## config.mk

```make
export PLATFORM = sky130hd
export DESIGN_NAME = transmisor_uart_flat
export DESIGN_NICKNAME = d
export VERILOG_FILES = /design/src/rtl/uart_pkg.sv /design/src/rtl/transmisor_uart_if.sv /design/src/rtl/uart_bit_timer.sv /design/src/rtl/transmisor_uart.sv /design/src/flat_wrapper.sv
export SDC_FILE = /design/constraint.sdc
export NUM_CORES = 1
export LEC_CHECK = 0
export CAP_MARGIN = 40
export CORE_MARGIN = 2
export CORE_UTILIZATION = 25
export CTS_CLUSTER_SIZE = 12
export DETAILED_ROUTE_END_ITERATION = 8
export SYNTH_ARGS = -nofsm -noshare
export SYNTH_HDL_FRONTEND = slang
export SYNTH_SLANG_ARGS = --single-unit
```

## constraint.sdc

```tcl
create_clock -name clkBaud -period 3.58 [get_ports clkBaud]
set_input_delay 0.358 -clock clkBaud [delete_from_list [all_inputs] [get_ports clkBaud]]
set_output_delay 0.358 -clock clkBaud [all_outputs]
set_load 0.05 [all_outputs]
```

## src/rtl/uart_pkg.sv

```systemverilog
// Shared UART constants and FSM encoding, used by the transmitter, the status encoder and the future receiver.
package uart_pkg;

  typedef enum logic [1:0] {
    IDLE  = 2'd0,
    START = 2'd1,
    DATA  = 2'd2,
    STOP  = 2'd3
  } uartState_t;

  localparam logic START_BIT = 1'b0;
  localparam logic STOP_BIT  = 1'b1;
  localparam logic IDLE_LINE = 1'b1;
  localparam int   DATA_BITS = 8;

endpackage

```

## src/rtl/transmisor_uart_if.sv

```systemverilog
// Encoder-to-transmitter link: byte strobe and data in, serial line and status out.
interface transmisor_uart_if;
  logic       init;
  logic [7:0] datotx;
  logic       tx;
  logic       busy;
  logic       frameDone;
  logic       overrun;

  modport master (
    output init, datotx,
    input  tx, busy, frameDone, overrun
  );

  modport slave (
    input  init, datotx,
    output tx, busy, frameDone, overrun
  );
endinterface

```

## src/rtl/uart_bit_timer.sv

```systemverilog
// Bit-period tick generator: tick is high in the last clkBaud cycle of every serial bit while run is high.
module uart_bit_timer #(
  parameter int CLKS_PER_BIT = 1
) (
  input  logic clkBaud,
  input  logic nReset,
  input  logic run,
  output logic tick
);
  localparam int CW = (CLKS_PER_BIT > 1) ? $clog2(CLKS_PER_BIT) : 1;
  localparam logic [CW-1:0] LAST = CW'(CLKS_PER_BIT - 1);

  logic [CW-1:0] cnt;

  // Held at 0 while stopped so the first bit after start is a full period.
  always_ff @(posedge clkBaud or negedge nReset) begin
    if (!nReset) begin
      cnt <= '0;
    end else if (!run || cnt == LAST) begin
      cnt <= '0;
    end else begin
      cnt <= cnt + 1'b1;
    end
  end

  assign tick = run && (cnt == LAST);
endmodule

```

## src/rtl/transmisor_uart.sv

```systemverilog
// UART transmitter (8N1, LSB first) with a one-byte holding register behind the status-packet encoder.
// Build option TX_OVERRUN_EN: sticky overrun flag on dropped bytes; otherwise overrun is tied low.
module transmisor_uart
  import uart_pkg::*;
#(
  parameter int CLKS_PER_BIT = 1,
  parameter int SAMPLE_DELAY = 1
) (
  input  logic               clkBaud,
  input  logic               nReset,
  transmisor_uart_if.slave   bus
);
  uartState_t state;
  logic       initPrev;
  logic       rise;
  logic       sampleNow;
  logic       holdFull;
  logic [7:0] holdData;
  logic [7:0] shiftReg;
  logic [2:0] bitIdx;
  logic       txReg;
  logic       tick;
  logic       timerRun;
  logic       loadShift;
  logic       captureEn;
  logic       shiftEn;
`ifdef TX_OVERRUN_EN
  logic       restartDrop;
  logic       overrunReg;
`endif

  assign rise = bus.init & ~initPrev;

  generate
    if (SAMPLE_DELAY == 0) begin : gNoDelay
      assign sampleNow = rise;
`ifdef TX_OVERRUN_EN
      assign restartDrop = 1'b0;
`endif
    end else begin : gDelay
      localparam int DW = (SAMPLE_DELAY > 1) ? $clog2(SAMPLE_DELAY) : 1;
      logic [DW-1:0] dlyCnt;
      logic          dlyPend;

      // A rise during an open countdown restarts it; the older request is abandoned.
      always_ff @(posedge clkBaud or negedge nReset) begin
        if (!nReset) begin
          dlyCnt  <= '0;
          dlyPend <= 1'b0;
        end else if (rise) begin
          dlyCnt  <= DW'(SAMPLE_DELAY - 1);
          dlyPend <= 1'b1;
        end else if (dlyPend) begin
          if (dlyCnt == '0) dlyPend <= 1'b0;
          else              dlyCnt  <= dlyCnt - 1'b1;
        end
      end

      assign sampleNow = dlyPend && (dlyCnt == '0) && !rise;
`ifdef TX_OVERRUN_EN
      assign restartDrop = dlyPend && rise;
`endif
    end
  endgenerate

  assign timerRun  = (state != IDLE);
  assign loadShift = holdFull && ((state == IDLE) || (state == STOP && tick));
  // A byte arriving as holding empties into the shifter is kept, not dropped.
  assign captureEn = sampleNow && (!holdFull || loadShift);
  assign shiftEn   = (state == DATA) && tick;

  uart_bit_timer #(
    .CLKS_PER_BIT (CLKS_PER_BIT)
  ) uTimer (
    .clkBaud (clkBaud),
    .nReset  (nReset),
    .run     (timerRun),
    .tick    (tick)
  );

  always_ff @(posedge clkBaud or negedge nReset) begin
    if (!nReset) begin
      state    <= IDLE;
      txReg    <= IDLE_LINE;
      bitIdx   <= '0;
      holdFull <= 1'b0;
      initPrev <= 1'b0;
    end else begin
      initPrev <= bus.init;
      if (captureEn)      holdFull <= 1'b1;
      else if (loadShift) holdFull <= 1'b0;

      case (state)
        IDLE: begin
          if (holdFull) begin
            state <= START;
            txReg <= START_BIT;
          end
        end
        START: begin
          if (tick) begin
            state  <= DATA;
            txReg  <= shiftReg[0];
            bitIdx <= '0;
          end
        end
        DATA: begin
          if (tick) begin
            if (bitIdx == 3'(DATA_BITS - 1)) begin
              state <= STOP;
              txReg <= STOP_BIT;
            end else begin
              bitIdx <= bitIdx + 1'b1;
              txReg  <= shiftReg[1];
            end
          end
        end
        STOP: begin
          if (tick) begin
            if (holdFull) begin
              state <= START;
              txReg <= START_BIT;
            end else begin
              state <= IDLE;
              txReg <= IDLE_LINE;
            end
          end
        end
        default: state <= IDLE;
      endcase
    end
  end

  // Byte storage carries no reset; holdFull and the FSM qualify its contents.
  always_ff @(posedge clkBaud) begin
    if (captureEn) holdData <= bus.datotx;
    if (loadShift)    shiftReg <= holdData;
    else if (shiftEn) shiftReg <= {1'b0, shiftReg[7:1]};
  end

`ifdef TX_OVERRUN_EN
  always_ff @(posedge clkBaud or negedge nReset) begin
    if (!nReset) begin
      overrunReg <= 1'b0;
    end else if ((sampleNow && holdFull && !loadShift) || restartDrop) begin
      overrunReg <= 1'b1;
    end
  end
  assign bus.overrun = overrunReg;
`else
  assign bus.overrun = 1'b0;
`endif

  assign bus.tx        = txReg;
  assign bus.busy      = (state != IDLE) | holdFull;
  assign bus.frameDone = (state == STOP) && tick;
endmodule

```

## src/flat_wrapper.sv

```systemverilog
// flat-port wrapper written by rule: the top's interface ports become plain ports
module transmisor_uart_flat import uart_pkg::*;
#(
  parameter int CLKS_PER_BIT = 1,
  parameter int SAMPLE_DELAY = 1
)
  (clkBaud, nReset, bus_init, bus_datotx, bus_tx, bus_busy, bus_frameDone, bus_overrun);
  transmisor_uart_if bus_i ();
  input  logic clkBaud;
  input  logic nReset;
  input wire logic [$bits(bus_i.init)-1:0] bus_init;
  input wire logic [$bits(bus_i.datotx)-1:0] bus_datotx;
  output wire logic [$bits(bus_i.tx)-1:0] bus_tx;
  output wire logic [$bits(bus_i.busy)-1:0] bus_busy;
  output wire logic [$bits(bus_i.frameDone)-1:0] bus_frameDone;
  output wire logic [$bits(bus_i.overrun)-1:0] bus_overrun;
  assign bus_i.init = bus_init;
  assign bus_i.datotx = bus_datotx;
  assign bus_tx = bus_i.tx;
  assign bus_busy = bus_i.busy;
  assign bus_frameDone = bus_i.frameDone;
  assign bus_overrun = bus_i.overrun;
  transmisor_uart #(.CLKS_PER_BIT(CLKS_PER_BIT), .SAMPLE_DELAY(SAMPLE_DELAY)) u_core (.clkBaud(clkBaud), .nReset(nReset), .bus(bus_i));
endmodule
```

==> metrics <==
Syn Area/Cell 13.0 um2; power density cells 796 nW/um2; Die X 73.6 um; M2 GR Usage 12.0%; grt met3 use 3.02%; drt total wl 1820 um; fin. max-slew vios 0; initial antenna violation count 0; H-tree Lvls 1; hold_buf cts 0; Area Growth Syn to Fin 18.7%; Initial Utilization 25.8%; placed wire-length estimate 1390 um; die height 73.6 um; CTS buffer count 3; synth warn 0; share of post-route cells with drive strength above 1 9.26%; CP Max Fanout 9; setup_tns 0 ns; post-synthesis sequential area ratio 60.4%; PnR worst setup slack 0.864 ns; NetSw 0.418 mW; worst skew pair latency 0.26 ns; WP data required 3.22 ns; Clock power frac 13.9%; Synth cell types 28; first-pass GRT wire length 3170 um; internal power 0.727 mW; fin util 30.7%; Post-Syn Area 1210 um2; Longest Clk Path Bufs 2; die area 5420 um2; port bufs 13; critical path endpoint category output port; sequential power share 44.7%; reg2reg start u_core.state[0]$_DFFE_PN0P_; total power 1.14 mW; CTS tree done; I/O pin count 15; root buf cell clkbuf_8; Sw Ratio 36.5%; largest net degree at the start of global routing 15; Layout Nets 126; worst slew pin tran 0.777 ns; vias 720; vias in the first global route 683; # clock sinks 26; Final Cell Area 1440 um2; Yosys reg bits 26; GRT overflow 0; drt wl/cell 11.2 um; post-CTS setup repair buffer count 0; R2R cell count 5; Max Cap Viol 0; Clock Skew 0.00124 ns; drt initial violations 28; placed cell count 158; n_diodes 0; final weighted congestion in routability-driven placement 0.679; combinational power share 41.4%; RSZ-0062 raised after global routing false; GRT Total Usage 7.58%; Tmin final 2.72 ns; worst min-delay path class primary input to async pin; Final setup viols 0; Finished Layout Cells 162; core footprint 4690 um2; Mapped Cells 93; final hold vios 0; DRT antenna net count 0; Critical Setup Path Class flop to output port; Reg2Reg Setup Slack 1.46 ns; placement row count 25; DRC viols 0; slew margin rel. 48.2%; outcome finished clean; most crowded layer after global routing met2; Placed Instance Area 1390 um2; fmax 368 MHz; Detailed Routing Iterations Pass 1 4; Tcrit/Tclk final 75.9%; Lkg Pwr 0.567 nW; CTS clk-pin slew, worst paths 0.08 ns; CP arrival 2.36 ns; Via density 4.44; dpl ws 1.15 ns; R2R Path End u_core.shiftReg[7]$_SDFFCE_PP0P_; met1 Usage GRT 10.1%; post-cts sizing count 0; worst hold slack 0.401 ns; VDD IR max 0.000405 V; Startpoint Class flop
-- synth_stat cells, drive strengths merged --
master,instances,area (um2)
a211o,1,8.76
edfxtp,16,480
nor2,3,13.8
a2111oi,1,27.5
nand2b,4,25.0
a22o,3,26.3
a21o,2,15.0
dfstp,1,26.3
nand2,11,41.3
buf,3,20.0
ha,6,75.1
conb,1,3.75
nor4,2,12.5
o21ai,6,30.0
mux2,8,90.1
o311ai,1,8.76
nor2b,1,6.26
inv,7,26.3
a22oi,1,7.51
nand3,1,5.00
dfrtp,9,225
a21oi,3,18.8
and2,1,6.26
nand4,1,12.5
-- final cells by class --
cell class / count / area (um2)
clock buffer: 3 / 41.3
fill: 479 / 3250
tap: 54 / 67.6
inverter: 7 / 26.3
clock inverter: 1 / 3.75
sequential: 26 / 732
timing repair buffer: 13 / 130
multi-input combinational: 58 / 438
-- cell families (layout without fill, tap and decap cells) --
family                   after synthesis  after routing  share of synthesized area, %
buffers and inverters                 10             24                          3.82
flip-flops                            26             26                          60.4
AO/OA/AOI/OAI                         18             18                          11.8
adder cells (fa/ha/maj)                6              6                          6.19
other                                  1              2                         0.309
multiplexers                           8              8                          7.43
AND/OR/NAND/NOR                       24             24                          10.1
-- critical path: stages, from the launching register on --
cell and delay (ns):
dfrtp_1 0.46, inv_1 0.09, ha_1 0.34, nor2_2 0.25
and2_1 0.15, clkdlybuf4s50_1 0.79
-- worst max-delay path by stage --
stage	from	depth (start not counted)	end
floorplan	u_core.state[0]$_DFFE_PN0P_	7	u_core.state[0]$_DFFE_PN0P_
global placement	u_core.state[0]$_DFFE_PN0P_	5	bus_frameDone
detailed placement	u_core.state[0]$_DFFE_PN0P_	5	bus_frameDone
CTS	u_core.state[0]$_DFFE_PN0P_	5	bus_frameDone
global route	u_core.state[0]$_DFFE_PN0P_	5	bus_frameDone
finish	u_core.state[0]$_DFFE_PN0P_	5	bus_frameDone
-- state kept, by name, indices dropped and copies added (netlist names) --
signal,cells
u_core.initPrev,1
u_core.holdData,8
u_core.uTimer.cnt,1
u_core.holdFull,1
u_core.shiftReg,8
u_core.bus.tx,1
u_core.bitIdx,3
u_core.gDelay.dlyPend,1
u_core.state,2
-- cell usage in the layout, fill, tap and decap left out, types with 2 or more instances in the layout --
master           instances
a21o_1                   2
a21oi_1                  2
a22o_1                   3
clkbuf_8                 3
clkdlybuf4s50_1         13
conb_1                   2
dfrtp_1                  9
edfxtp_1                16
ha_1                     6
inv_1                    5
inv_2                    2
mux2_1                   8
nand2_1                 11
nand2b_1                 4
nor2_1                   2
nor4_1                   2
o21ai_0                  6
-- power by group through the flow --
| stage | clock network, mW | logic, mW | registers [mW] |
|---|---|---|---|
| 2_1_floorplan | 0 | 0.367 | 0.516 |
| 3_3_place_gp | 0 | 0.463 | 0.513 |
| 3_5_place_dp | 0 | 0.477 | 0.517 |
| 4_1_cts | 0.168 | 0.480 | 0.512 |
| 5_1_grt | 0.180 | 0.528 | 0.526 |
| 6_report | 0.159 | 0.474 | 0.511 |
-- routing by layer --
metal,vias up,share of wire (%)
met5,-,0
met4,0,0.22
li1,361,-
met2,23,46
met3,3,5.2
met1,333,48
Note: power is estimated with default switching activity, not from simulation.
